## src/rtl/axi_lite_gpio_ctrl.sv

```systemverilog
// axi_lite_gpio_ctrl: AXI4-Lite GPIO slave with LED outputs, switch/button inputs and edge interrupts.
// Define GPIO_SYNC_EN to pass switch/button through a 2-flop synchroniser before use.
module axi_lite_gpio_ctrl #(
    parameter int          N_LED    = 8,
    parameter int          N_SW     = 8,
    parameter int          N_BTN    = 5,
    parameter int          ADDR_W   = 6,
    parameter logic [31:0] ID_VALUE = 32'h7E8155AA
) (
    input  logic              ACLK,
    input  logic              ARESET,
    input  logic              AWVALID,
    output logic              AWREADY,
    input  logic [ADDR_W-1:0] AWADDR,
    input  logic [2:0]        AWPROT,
    input  logic              WVALID,
    output logic              WREADY,
    input  logic [31:0]       WDATA,
    input  logic [3:0]        WSTRB,
    output logic              BVALID,
    input  logic              BREADY,
    output logic [1:0]        BRESP,
    input  logic              ARVALID,
    output logic              ARREADY,
    input  logic [ADDR_W-1:0] ARADDR,
    input  logic [2:0]        ARPROT,
    output logic              RVALID,
    input  logic              RREADY,
    output logic [31:0]       RDATA,
    output logic [1:0]        RRESP,
    output logic [N_LED-1:0]  led,
    input  logic [N_SW-1:0]   switch,
    input  logic [N_BTN-1:0]  button,
    output logic              irq
);
    localparam logic [31:0] IN_MASK = (((32'd1 << N_BTN) - 32'd1) << 16) | ((32'd1 << N_SW) - 32'd1);

    typedef enum logic [1:0] {W_IDLE, W_COMMIT, W_RESP} w_state_t;
    typedef enum logic {R_IDLE, R_DATA} r_state_t;

    w_state_t          w_state_reg;
    r_state_t          r_state_reg;
    logic              aw_held_reg, w_held_reg, aw_ready_reg, w_ready_reg;
    logic [3:0]        aw_idx_reg;
    logic [31:0]       w_data_reg;
    logic [3:0]        w_strb_reg;
    logic              b_valid_reg;
    logic [1:0]        b_resp_reg;
    logic              ar_ready_reg, r_valid_reg;
    logic [31:0]       r_data_reg;
    logic [1:0]        r_resp_reg;
    logic [N_LED-1:0]  led_reg;
    logic [31:0]       irq_sts_reg, irq_ena_reg, edge_pos_reg, edge_neg_reg;
    logic              irq_reg;
    logic [31:0]       in_prev_reg;
    logic [N_SW-1:0]   sw_s;
    logic [N_BTN-1:0]  btn_s;
    logic [31:0]       in_vec, led_ext, wr_mask, wr_val, rd_val, sts_clr, edge_set;
    logic              aw_hs, w_hs;
    logic              unused_bits;

`ifdef GPIO_SYNC_EN
    logic [N_SW-1:0]  sw_meta_reg, sw_sync_reg;
    logic [N_BTN-1:0] btn_meta_reg, btn_sync_reg;
    always_ff @(posedge ACLK) begin
        if (ARESET) begin
            sw_meta_reg  <= '0;
            sw_sync_reg  <= '0;
            btn_meta_reg <= '0;
            btn_sync_reg <= '0;
        end else begin
            sw_meta_reg  <= switch;
            sw_sync_reg  <= sw_meta_reg;
            btn_meta_reg <= button;
            btn_sync_reg <= btn_meta_reg;
        end
    end
    assign sw_s  = sw_sync_reg;
    assign btn_s = btn_sync_reg;
`else
    assign sw_s  = switch;
    assign btn_s = button;
`endif

    assign unused_bits = ^{AWPROT, ARPROT, AWADDR, ARADDR};

    always_comb begin
        in_vec = '0;
        in_vec[N_SW-1:0]   = sw_s;
        in_vec[16 +: N_BTN] = btn_s;
        led_ext = '0;
        led_ext[N_LED-1:0] = led_reg;
    end

    generate
        for (genvar gi = 0; gi < 4; gi++) begin : g_strb
            assign wr_mask[gi*8 +: 8] = {8{w_strb_reg[gi]}};
        end
    endgenerate

    function automatic logic [31:0] reg_mux(input logic [3:0] idx, input logic [31:0] led_v, in_v,
                                            sts_v, ena_v, pos_v, neg_v);
        case (idx)
            4'd0:    return led_v;
            4'd1:    return in_v;
            4'd2:    return sts_v;
            4'd3:    return ena_v;
            4'd4:    return pos_v;
            4'd5:    return neg_v;
            4'd6:    return ID_VALUE;
            default: return 32'd0;
        endcase
    endfunction

    assign aw_hs    = AWVALID && aw_ready_reg;
    assign w_hs     = WVALID && w_ready_reg;
    assign wr_val   = (reg_mux(aw_idx_reg, led_ext, in_vec, irq_sts_reg, irq_ena_reg, edge_pos_reg, edge_neg_reg)
                       & ~wr_mask) | (w_data_reg & wr_mask);
    assign rd_val   = reg_mux(ARADDR[5:2], led_ext, in_vec, irq_sts_reg, irq_ena_reg, edge_pos_reg, edge_neg_reg);
    assign sts_clr  = (w_state_reg == W_COMMIT && aw_idx_reg == 4'd2) ? (w_data_reg & wr_mask) : 32'd0;
    assign edge_set = ((in_vec & ~in_prev_reg & edge_pos_reg) | (~in_vec & in_prev_reg & edge_neg_reg)) & IN_MASK;

    // Write path and all writable registers; status OR-ing edge_set after the clear makes set win.
    always_ff @(posedge ACLK) begin
        if (ARESET) begin
            w_state_reg  <= W_IDLE;
            aw_held_reg  <= 1'b0;
            w_held_reg   <= 1'b0;
            aw_ready_reg <= 1'b0;
            w_ready_reg  <= 1'b0;
            aw_idx_reg   <= '0;
            w_data_reg   <= '0;
            w_strb_reg   <= '0;
            b_valid_reg  <= 1'b0;
            b_resp_reg   <= 2'b00;
            led_reg      <= '0;
            irq_sts_reg  <= '0;
            irq_ena_reg  <= '0;
            edge_pos_reg <= '0;
            edge_neg_reg <= '0;
        end else begin
            irq_sts_reg <= (irq_sts_reg & ~sts_clr) | edge_set;
            case (w_state_reg)
                W_IDLE: begin
                    if (!aw_held_reg) begin
                        if (aw_hs) begin
                            aw_held_reg  <= 1'b1;
                            aw_ready_reg <= 1'b0;
                            aw_idx_reg   <= AWADDR[5:2];
                        end else begin
                            aw_ready_reg <= 1'b1;
                        end
                    end
                    if (!w_held_reg) begin
                        if (w_hs) begin
                            w_held_reg  <= 1'b1;
                            w_ready_reg <= 1'b0;
                            w_data_reg  <= WDATA;
                            w_strb_reg  <= WSTRB;
                        end else begin
                            w_ready_reg <= 1'b1;
                        end
                    end
                    if ((aw_held_reg || aw_hs) && (w_held_reg || w_hs))
                        w_state_reg <= W_COMMIT;
                end
                W_COMMIT: begin
                    case (aw_idx_reg)
                        4'd0:    led_reg      <= wr_val[N_LED-1:0];
                        4'd3:    irq_ena_reg  <= wr_val & IN_MASK;
                        4'd4:    edge_pos_reg <= wr_val & IN_MASK;
                        4'd5:    edge_neg_reg <= wr_val & IN_MASK;
                        default: ;
                    endcase
                    b_valid_reg <= 1'b1;
                    b_resp_reg  <= (aw_idx_reg >= 4'd7) ? 2'b11 : 2'b00;
                    w_state_reg <= W_RESP;
                end
                W_RESP: begin
                    if (BREADY) begin
                        b_valid_reg  <= 1'b0;
                        aw_held_reg  <= 1'b0;
                        w_held_reg   <= 1'b0;
                        aw_ready_reg <= 1'b1;
                        w_ready_reg  <= 1'b1;
                        w_state_reg  <= W_IDLE;
                    end
                end
                default: w_state_reg <= W_IDLE;
            endcase
        end
    end

    always_ff @(posedge ACLK) begin
        if (ARESET) begin
            r_state_reg  <= R_IDLE;
            ar_ready_reg <= 1'b0;
            r_valid_reg  <= 1'b0;
            r_data_reg   <= '0;
            r_resp_reg   <= 2'b00;
        end else begin
            case (r_state_reg)
                R_IDLE: begin
                    if (ARVALID && ar_ready_reg) begin
                        r_data_reg   <= rd_val;
                        r_resp_reg   <= (ARADDR[5:2] >= 4'd7) ? 2'b11 : 2'b00;
                        r_valid_reg  <= 1'b1;
                        ar_ready_reg <= 1'b0;
                        r_state_reg  <= R_DATA;
                    end else begin
                        ar_ready_reg <= 1'b1;
                    end
                end
                R_DATA: begin
                    if (RREADY) begin
                        r_valid_reg  <= 1'b0;
                        ar_ready_reg <= 1'b1;
                        r_state_reg  <= R_IDLE;
                    end
                end
                default: r_state_reg <= R_IDLE;
            endcase
        end
    end

    always_ff @(posedge ACLK) begin
        if (ARESET) begin
            in_prev_reg <= '0;
            irq_reg     <= 1'b0;
        end else begin
            in_prev_reg <= in_vec;
            irq_reg     <= |(irq_sts_reg & irq_ena_reg);
        end
    end

    assign AWREADY = aw_ready_reg;
    assign WREADY  = w_ready_reg;
    assign BVALID  = b_valid_reg;
    assign BRESP   = b_resp_reg;
    assign ARREADY = ar_ready_reg;
    assign RVALID  = r_valid_reg;
    assign RDATA   = r_data_reg;
    assign RRESP   = r_resp_reg;
    assign led     = led_reg;
    assign irq     = irq_reg;
endmodule
```

## config.mk

```make
export PLATFORM = sky130hd
export DESIGN_NAME = axi_lite_gpio_ctrl
export DESIGN_NICKNAME = d
export VERILOG_FILES = /design/src/rtl/axi_lite_gpio_ctrl.sv
export SDC_FILE = /design/constraint.sdc
export NUM_CORES = 1
export LEC_CHECK = 0
export BUFFER_PORTS_ARGS = -buffer_cell sky130_fd_sc_hd__buf_2
export CORE_MARGIN = 2
export CORE_UTILIZATION = 45
export CTS_CLUSTER_SIZE = 40
export DETAILED_ROUTE_END_ITERATION = 16
export GPL_TIMING_DRIVEN = 0
export PLACE_DENSITY = 0.77
export REMOVE_ABC_BUFFERS = 1
export SLEW_MARGIN = 20
export SYNTH_ARGS = -nofsm -noshare
export SYNTH_HDL_FRONTEND = slang
export SYNTH_SLANG_ARGS = --single-unit
```

## constraint.sdc

```tcl
create_clock -name ACLK -period 2.3 [get_ports ACLK]
set_input_delay 0.115 -clock ACLK [delete_from_list [all_inputs] [get_ports ACLK]]
set_output_delay 0.115 -clock ACLK [all_outputs]
set_load 0.01 [all_outputs]
```

* Word-level counts from Yosys, hierarchy flattened
Cells that the tools add are included.
** Word-level totals
- Input bits :: 74
- Flip-flop bits (word level) :: 179
** Cells by class
- Magnitude comparators :: 2
- Equality and inequality tests :: 20
- Bitwise operators :: 18
- Multiplexer cells :: 32
- Reductions and logical operators :: 26
** Operators with widths (count)
- 32-bit case mux with 7 select lines :: 1
- 21-bit case mux with 7 select lines :: 1
- 21-bit bitwise AND :: 5
- 32-bit bitwise AND :: 2
- 21-bit NOT :: 3
- 21-bit bitwise OR :: 2
- 32-bit by 21-bit bitwise AND with 32-bit output :: 1
- 32-bit 2-to-1 mux :: 1
- 32-bit NOT :: 1
- 32-bit by 21-bit bitwise OR with 32-bit output :: 1
- 32-bit OR reduction :: 1
- 4-bit by 3-bit == test with 1-bit output, second input constant :: 6
- 2-bit AND reduction :: 9
- 4-bit by 2-bit == test with 1-bit output, second input constant :: 4
- 1-bit 2-to-1 mux :: 16
- 1-bit case mux with 2 select lines :: 8
- 2-bit inequality test, second input constant :: 6
- 3-bit AND reduction :: 4
- 4-bit by 1-bit == test with 1-bit output, second input constant :: 2
- 4-bit by 3-bit greater-or-equal comparator with 1-bit output, second input constant :: 2
- 4-bit zero test :: 2
- 2-bit 2-to-1 mux :: 4
- 2-bit case mux with 3 select lines :: 1
- 1-bit logical AND :: 5
- other kinds (6) :: 10

* Logic depth before layout (Yosys ltp)
Gate-level depths: netlist of run 1.
- Word-level depth :: 6
- Mapped depth :: 8

* Least setup slack after synthesis of run 1
Ideal clock, no wire load.
- Kind :: register -> register
- Start :: register aw_idx_reg[0]
- End :: register edge_neg_reg[2]
- Required time :: 2.168 ns
- Stages on the path, launching flop included :: 6
- Data arrival time :: 1.546 ns
- Buffers on the path :: 1
- Setup time :: 0.132 ns
- Clock period less this slack :: 1.678 ns
- Setup slack :: 0.622 ns
- Cell sequence :: dfxtp_1 > buf_6 > mux2_1 > a222oi_1 > a211o_1 > a21oi_1
** Between the ends
- Longest elaborated chain between the ends :: 4
** Ends and longest elaborated chain
- start, declared :: RTL line 44 : logic [3:0] aw_idx_reg;
- start signal, assigned :: RTL line 149 : aw_idx_reg <= AWADDR[5:2];
- 4-bit by 3-bit == test with 1-bit output (tied with other cells) :: RTL line 103 : case (idx)
- 21-bit case mux with 7 select lines :: RTL line 103
- 21-bit bitwise AND :: RTL line 118 : & ~wr_mask) | (w_data_reg & wr_mask);
- 21-bit bitwise OR :: RTL line 118
- end signal, assigned :: RTL line 172 : 4'd5: edge_neg_reg <= wr_val & IN_MASK;
- end, declared :: RTL line 53 : logic [31:0] irq_sts_reg, irq_ena_reg, edge_pos_reg, edge_neg_reg;
Parallel ways exist; a longest one is shown, timed or not.
A chain may end at the register's enable or synchronous reset.

* Final worst setup path of run 1
- Start :: register aw_idx_reg[3]
- End :: register edge_neg_reg[2]
The elaborated chain is that of the path after synthesis.

==> results of run 1 <==
[worst max-delay path, stage by stage, from the launching register on]
cell     delay [ns]
dfxtp_1        0.60
nor3b_1        0.52
nand3_1        0.50
a211o_1        0.39
a21oi_1        0.13
[per-stage QoR]
step                      utilization  instance area [um^2]  std cells
final                           0.559                  9680       1268
after global routing            0.559                  9680       1268
after CTS                       0.559                  9670       1268
after detailed placement        0.494                  8540       1181
after global placement          0.486                  8410       1176
after floorplan                     -                  7560        838
[cells in the mapped netlist (9+ instances only)]
cell / n
nand3_1: 28
mux2_2: 16
o21ai_0: 37
nor2b_1: 22
inv_1: 32
a311oi_1: 42
a22o_1: 12
nand2_1: 125
dfxtp_1: 177
nand3b_1: 35
a22oi_1: 19
nor3_1: 11
nor2_1: 54
clkbuf_1: 41
o21ai_1: 9
o211ai_1: 20
a31oi_1: 17
mux2i_1: 17
buf_2: 26
a21oi_1: 67
[area by class of cell]
| class | instances | area, um^2 | area share |
|---|---|---|---|
| inverters | 34 | 128 | 0.0132 |
| clock buffers | 22 | 454 | 0.0469 |
| repair buffers | 175 | 1240 | 0.128 |
| flip-flops and latches | 177 | 3550 | 0.367 |
| well taps | 225 | 282 | 0.0291 |
| clock inverters | 7 | 87.6 | 0.00905 |
| multi-input cells | 628 | 3940 | 0.407 |
[cell families after synthesis]
kind of cell	count (synthesis)	synth area share
simple gates	319	0.205
buf+inv	116	0.0656
flops	177	0.445
mux	36	0.0511
compound gates	272	0.233
[routing by layer]
layer  track usage  part of all wire
met1         0.336              0.44
met2         0.374              0.45
met3        0.0585             0.079
met4         0.103             0.034
met5             0                 0
[report_power, final]
group          total, mW  switching [mW]  internal (mW)
Combinational      0.727           0.415          0.312
Sequential          3.28           0.121           3.16
Clock               2.74            1.13           1.60
Total               6.74            1.67           5.07
[final timing paths]
| path | startpoint | to | slack [ns] | cells past startpoint |
|---|---|---|---|---|
| max | aw_idx_reg[3] | edge_neg_reg[2] | 0.07 | 4 |
| min | BREADY | w_state_reg[1] | 0.04 | 4 |
| max reg2reg | aw_idx_reg[3] | edge_neg_reg[2] | 0.07 | 4 |
| min reg2reg | irq_sts_reg[30] | irq_sts_reg[30] | 0.43 | 2 |
[what timing repair did]
item,in CTS,in global routing
cloned,1,0
endpoints found under the hold margin,55,0
endpoints found under the setup margin,49,32
gates resized for setup,2,4
buffers inserted,3,0
hold buffers,54,0
pin swaps,1,0
==> results.sh, run 1 <==
export IMPL_run_status="finished, final reports clean"
export IMPL_timing_critical_path_from_type="register"
export IMPL_dieHeight_um=137
export IMPL_grt_overflow_total=0
export IMPL_maximum_operating_frequency_ghz=0.449
export IMPL_cts_inserted_buffers=17
export IMPL_grt_pass1_vias=6816
export IMPL_holdCritPathClass="in2reg"
export IMPL_timing_clock_skew_ns=0.0106
export IMPL_clock_tree_buffer_depth=2
export IMPL_final_nets=1107
export IMPL_h_tree_depth=4
export IMPL_drtIter0Drc=915
export IMPL_tritoncts="built"
export IMPL_coreArea_mm2=0.0173
export IMPL_grt_antenna_before_repair=0
export IMPL_timing_critical_path_arrival_ns=2.58
export IMPL_layout_drive_gt1_share=0.172
export IMPL_leakage_nw=3.40
export IMPL_insertedDiodeCount=0
export IMPL_post_synth_cell_area_avg_um2=8.65
export IMPL_tns_ns=0
export IMPL_area_growth_syn_to_layout_pct=21.6
export IMPL_critical_path_required_ns=2.65
export IMPL_combined_area_of_all_synthesized_cells_mm2=0.00796
export IMPL_netlist_area_leader_share=0.445
export IMPL_drt_drc_violations_left=0
export IMPL_final_common_cell="dfxtp_1"
export IMPL_grt_max_degree=99
export IMPL_global_route_wire_length_before_repair_um=36100
export IMPL_ys_warnings_count=0
export IMPL_worst_slack_ns=0.0743
export IMPL_finalSetupViolations=0
export IMPL_number_of_enable_flip_flop_cells_after_synthesis=0
export IMPL_grt_total_usage=0.247
export IMPL_die_x_um=137
export IMPL_fillers=1568
export IMPL_core_rowCount=48
export IMPL_max_cap_violations=0
export IMPL_ys_ff_latch=177
export IMPL_numClockSinks=177
export IMPL_routed_via_density=5.95
export IMPL_vias=7544
export IMPL_timing_worst_setup_path_type="reg2reg"
export IMPL_min_period_over_period=0.968
export IMPL_synthesis_instances=920
export IMPL_most_common_layout_cells="dfxtp_1 (174), nand2_1 (125), buf_2 (112)"
export IMPL_tightest_slew_ns=1.01
export IMPL_buffer_ports_inserted=113
export IMPL_start_util=0.460
export IMPL_clock_insertion_delay_worst_skew_ns=0.43
export IMPL_critical_path_endpoint_type="register"
export IMPL_max_vdd_ir_drop_v=0.000511
export IMPL_totalWireLength_um=23300
export IMPL_period_minus_slack_ns=2.23
export IMPL_dp_hpwl_um=14500
export IMPL_finalWeightedCongestion=0.886
export IMPL_timing_max_transition_violations_final=0
export IMPL_worst_max_slew_margin_expressed_relative_to_the_limit=0.327
export IMPL_synth_area_leaders="dfxtp_1 (45%), nand2_1 (5.9%), a311oi_1 (4.6%)"
export IMPL_asyncSetResetFlopFracSynth=0
export IMPL_clk_pin_slew_worst_paths_ns=0.06
export IMPL_cts_root_buffer="clkbuf_16"
export IMPL_drtPass1Iterations=6
export IMPL_totalPowerFinal_mw=6.74
export IMPL_routed_wire_length_per_instance_um=18.4
export IMPL_main_synth_ff_type="dfxtp_1"
export IMPL_report_final_hold_viol_count=0
export IMPL_power_per_cell_area_mw_per_mm2=697
export IMPL_crit_path_max_fanout=19
export IMPL_detail_route_antenna_nets=0
export IMPL_finalHoldWorstSlack_ns=0.0373
export IMPL_synth_top_cell_by_area="dfxtp_1"
export IMPL_io_pins=124
export IMPL_dieArea_mm2=0.0188
export IMPL_synth_cell_types=60
export IMPL_synth_seq_area_share=0.445
export IMPL_post_place_ws_ns=-0.688
Power figures use the tool's default switching activity.
==> inputs of run 2 (changes only) <==
Settings changed: CELL_PAD_IN_SITES_DETAIL_PLACEMENT set to 0, CELL_PAD_IN_SITES_GLOBAL_PLACEMENT set to 1, CORE_UTILIZATION 45 to 43, PLACE_DENSITY 0.77 to 0.91.
==> results.sh, run 2 (synthesis gave the netlist of run 1 again) <==
export IMPL_routed_wire_length_per_instance_um=18.4
export IMPL_dieArea_mm2=0.0196
export IMPL_area_growth_syn_to_layout_pct=21.9
export IMPL_share_of_the_core_filled_with_cells_in_the_final_layout=0.536
export IMPL_totalPowerFinal_mw=6.75
export IMPL_buffer_ports_inserted=113
export IMPL_io_pins=124
export IMPL_finalWeightedCongestion=0.852
export IMPL_rsz0062_at_grt="no"
export IMPL_totalWireLength_um=23400
export IMPL_timing_clock_skew_ns=0.0113
export IMPL_final_non_filler_cells=1275
export IMPL_coreArea_mm2=0.0181
export IMPL_dp_hpwl_um=14800
export IMPL_holdCritPathClass="in2reg"
export IMPL_most_common_layout_cells="dfxtp_1 (174), nand2_1 (125), buf_2 (112)"
export IMPL_tritoncts="built"
export IMPL_tns_ns=0
export IMPL_crit_path_max_incr_delay_ns=0.83
export IMPL_worstPathCellList="mux2_2 -> a221o_1 -> a41oi_1 -> o21ai_0"
export IMPL_fillers=1685
export IMPL_drtPass1Iterations=12
export IMPL_critPathSlowestCell="dfxtp_2"
export IMPL_dieHeight_um=140
export IMPL_timing_worst_setup_path_type="reg2reg"
export IMPL_timing_critical_path_arrival_ns=2.45
export IMPL_final_common_cell="dfxtp_1"
export IMPL_critical_path_required_ns=2.59
export IMPL_numClockSinks=177
export IMPL_grt_overflow_total=0
export IMPL_routed_via_density=5.79
export IMPL_placedInstanceArea_mm2=0.00854
export IMPL_timing_max_transition_violations_final=0
export IMPL_drtIter0Drc=585
export IMPL_clock_tree_buffer_depth=2
export IMPL_insertedDiodeCount=0
export IMPL_worst_slack_ns=0.140
export IMPL_grt_total_usage=0.237
export IMPL_report_final_hold_viol_count=0
export IMPL_post_place_ws_ns=-0.934
export IMPL_vias=7376
export IMPL_clock_insertion_delay_worst_skew_ns=0.43
export IMPL_die_x_um=140
export IMPL_leakage_nw=3.41
export IMPL_max_cap_violations=0
export IMPL_cts_inserted_buffers=17
export IMPL_layout_drive_gt1_share=0.179
export IMPL_violations_in_the_final_reports="design-rule violations"
export IMPL_cts_root_buffer="clkbuf_16"
export IMPL_finalHoldWorstSlack_ns=0.0273
export IMPL_grt_max_degree=87
export IMPL_grt_pass1_vias=7130
export IMPL_worst_max_slew_margin_expressed_relative_to_the_limit=0.338
export IMPL_fin_area_mm2=0.00970
export IMPL_detail_route_antenna_nets=0
export IMPL_min_period_over_period=0.939
export IMPL_h_tree_depth=4
export IMPL_final_nets=1108
export IMPL_critical_path_endpoint_type="register"
export IMPL_numPlacedInstances=1185
export IMPL_grt_antenna_before_repair=0
export IMPL_run_status="complete, but fails checks"
export IMPL_core_rowCount=49
export IMPL_timing_critical_path_from_type="register"
export IMPL_maximum_operating_frequency_ghz=0.463
export IMPL_clk_pin_slew_worst_paths_ns=0.07
export IMPL_global_route_wire_length_before_repair_um=37100
export IMPL_drt_drc_violations_left=6
export IMPL_finalSetupViolations=0
export IMPL_start_util=0.440
export IMPL_power_per_cell_area_mw_per_mm2=696
export IMPL_period_minus_slack_ns=2.16
export IMPL_tightest_slew_ns=0.993
export IMPL_crit_path_max_fanout=37
export IMPL_max_vdd_ir_drop_v=0.000484
-- run 2: worst paths after layout --
| kind | end | cells past startpoint | slack (ns) | start |
|---|---|---|---|---|
| worst max-delay path | edge_pos_reg[16] | 4 | 0.14 | aw_idx_reg[1] |
| worst min-delay path | w_state_reg[1] | 4 | 0.03 | BREADY |
| worst max register to register | edge_pos_reg[16] | 4 | 0.14 | aw_idx_reg[1] |
| worst min register to register | irq_sts_reg[29] | 2 | 0.43 | irq_sts_reg[29] |
-- run 2: repair_timing --
action / 4_1_cts / 5_1_grt
endpoints found under the hold margin: 56 / 0
endpoints found under the setup margin: 78 / 26
gates cloned: 1 / 0
buffers inserted: 3 / 1
gates resized for setup: 4 / 5
hold buffers: 54 / 0
pin swaps: 1 / 0
-- run 2: metal layers --
metal,up-vias,global-route usage,share of wire
li1,3583,-,-
met1,3497,0.305,0.44
met2,248,0.394,0.47
met3,48,0.0424,0.061
met4,0,0.0989,0.030
met5,-,0,0
-- run 2: cell type report --
cell class / instances / area (um^2) / share of cell area
multi-input combinational: 628 / 3950 / 0.407
timing repair buffer: 176 / 1240 / 0.128
clock inverter: 11 / 104 / 0.0107
inverter: 34 / 128 / 0.0132
clock buffer: 20 / 447 / 0.0461
sequential: 177 / 3550 / 0.366
tap: 229 / 287 / 0.0295
-- run 2: worst max-delay path, delay by kind of cell (launching register included) --
family	cells	cell delay [ns]
flops	1	0.83
compound gates	3	0.77
mux	1	0.41
-- run 2: where the power goes --
part / switching [mW] / total (mW) / internal (mW)
Clock: 1.24 / 2.76 / 1.52
Combinational: 0.412 / 0.723 / 0.311
Sequential: 0.119 / 3.27 / 3.15
Total: 1.77 / 6.75 / 4.99
==> inputs of run 3 (changes only) <==
Settings changed: CELL_PAD_IN_SITES_DETAIL_PLACEMENT 0 to 1.
==> results.sh, run 3 (synthesis gave the netlist of run 1 again) <==
export IMPL_share_of_the_core_filled_with_cells_in_the_final_layout=0.540
export IMPL_timing_critical_path_arrival_ns=2.59
export IMPL_cts_inserted_buffers=17
export IMPL_start_util=0.440
export IMPL_timing_critical_path_from_type="register"
export IMPL_p_sw_mw=1.96
export IMPL_leakage_nw=3.45
export IMPL_crit_path_max_fanout=35
export IMPL_worst_max_slew_margin_expressed_relative_to_the_limit=0.312
export IMPL_p_sw_frac=0.271
export IMPL_tritoncts="built"
export IMPL_routed_via_density=6.32
export IMPL_cts_root_buffer="clkbuf_16"
export IMPL_min_period_over_period=0.965
export IMPL_clk_pin_slew_worst_paths_ns=0.07
export IMPL_maximum_operating_frequency_ghz=0.450
export IMPL_dieArea_mm2=0.0196
export IMPL_global_route_wire_length_before_repair_um=46100
export IMPL_layout_drive_gt1_share=0.185
export IMPL_final_nets=1107
export IMPL_tightest_slew_ns=1.03
export IMPL_worst_slack_ns=0.0797
export IMPL_grt_overflow_total=0
export IMPL_finalWeightedCongestion=0.852
export IMPL_cell_internal_pwr_mw=5.26
export IMPL_drtIter0Drc=808
export IMPL_numClockSinks=177
export IMPL_critical_path_endpoint_type="register"
export IMPL_max_vdd_ir_drop_v=0.000497
export IMPL_drtPass1Iterations=12
export IMPL_grt_antenna_before_repair=1
export IMPL_timing_max_transition_violations_final=0
export IMPL_drt_drc_violations_left=6
export IMPL_run_status="complete, but fails checks"
export IMPL_timing_hold_worst_start="AWADDR[5]"
export IMPL_io_pins=124
export IMPL_coreArea_mm2=0.0181
export IMPL_grt_pass1_vias=8444
export IMPL_regToRegSetupSlack_ns=0.08
export IMPL_area_growth_syn_to_layout_pct=22.8
export IMPL_report_final_hold_viol_count=0
export IMPL_rr_startpoint="aw_idx_reg[2]"
export IMPL_violations_in_the_final_reports="design-rule violations"
export IMPL_period_minus_slack_ns=2.22
export IMPL_setup_worst_path_start="aw_idx_reg[2]"
export IMPL_share_seq_of_total_power=0.456
export IMPL_max_cap_violations=0
export IMPL_finalSetupViolations=0
export IMPL_holdCritPathClass="in2reg"
export IMPL_share_of_total_power_in_combinational_logic=0.107
export IMPL_totalWireLength_um=30100
export IMPL_vias=8065
export IMPL_final_common_cell="dfxtp_1"
export IMPL_critical_path_required_ns=2.67
export IMPL_detail_route_antenna_nets=0
export IMPL_grt_max_degree=87
export IMPL_core_rowCount=49
export IMPL_routed_wire_length_per_instance_um=23.6
export IMPL_timing_worst_setup_path_type="reg2reg"
export IMPL_dp_hpwl_um=16900
export IMPL_buffer_ports_inserted=113
export IMPL_timing_clock_skew_ns=0.0100
export IMPL_totalPowerFinal_mw=7.21
export IMPL_dieHeight_um=140
export IMPL_h_tree_depth=4
export IMPL_grt_total_usage=0.296
export IMPL_clock_tree_buffer_depth=2
export IMPL_tns_ns=0
export IMPL_post_place_ws_ns=-0.910
export IMPL_clock_insertion_delay_worst_skew_ns=0.44
export IMPL_p_clk_frac=0.437
export IMPL_power_per_cell_area_mw_per_mm2=738
export IMPL_most_common_layout_cells="dfxtp_1 (172), nand2_1 (125), buf_2 (112)"
export IMPL_die_x_um=140
==> run 3: metal layers <==
metal | vias up | track usage | routed length (um)
li1 | 3577 | - | -
met1 | 3912 | 0.356 | 11800
met2 | 443 | 0.505 | 14600
met3 | 133 | 0.0568 | 2110
met4 | 0 | 0.156 | 1510
met5 | - | 0 | 0
==> run 3: per-stage QoR <==
step	area (um^2)	hold WS, ns	cells
floorplan	7560	0.184	838
global placement	8410	0.331	1180
detailed placement	8540	0.334	1185
CTS	9750	0.00918	1274
global route	9770	-0.0108	1276
finish	9770	0.00979	1276
==> run 3: worst max-delay path: stages (launching register included) <==
cell and delay, ns:
dfxtp_4 0.50, nor4b_4 0.56, nand3_1 0.53, a211o_1 0.43, a21oi_1 0.13
==> run 3: cell type report <==
type                    instances  area, um^2
repair buffers                175        1220
well taps                     229         287
fillers                      2089        8310
diodes                          1        2.50
clock inverters                13         173
inverters                      34         128
multi-input cells             628        3950
flip-flops and latches        177        3550
clock buffers                  19         453
==> run 3: power groups by stage <==
| stage | Sequential (mW) | Combinational, mW | Clock, mW |
|---|---|---|---|
| floorplan | 3.32 | 0.318 | 0 |
| global placement | 3.35 | 0.587 | 0 |
| CTS | 3.28 | 0.740 | 3.13 |
| finish | 3.29 | 0.773 | 3.15 |
| global route | 3.30 | 0.829 | 3.30 |
| detailed placement | 3.34 | 0.651 | 0 |
==> run 3: repair_timing <==
| action | CTS | global route |
|---|---|---|
| endpoints found under the setup margin | 90 | 24 |
| buffers inserted | 4 | 1 |
| pin swaps | 1 | 1 |
| hold endpoints to repair | 53 | 0 |
| hold buffers | 52 | 0 |
| gates resized for setup | 6 | 6 |
| gates cloned | 1 | 0 |
==> run 3: worst paths after layout <==
path                                         to  depth (start not counted)
worst max-delay path             irq_ena_reg[2]                          4
worst min-delay path              aw_idx_reg[3]                          3
worst max register to register   irq_ena_reg[2]                          4
worst min register to register  irq_sts_reg[14]                          2
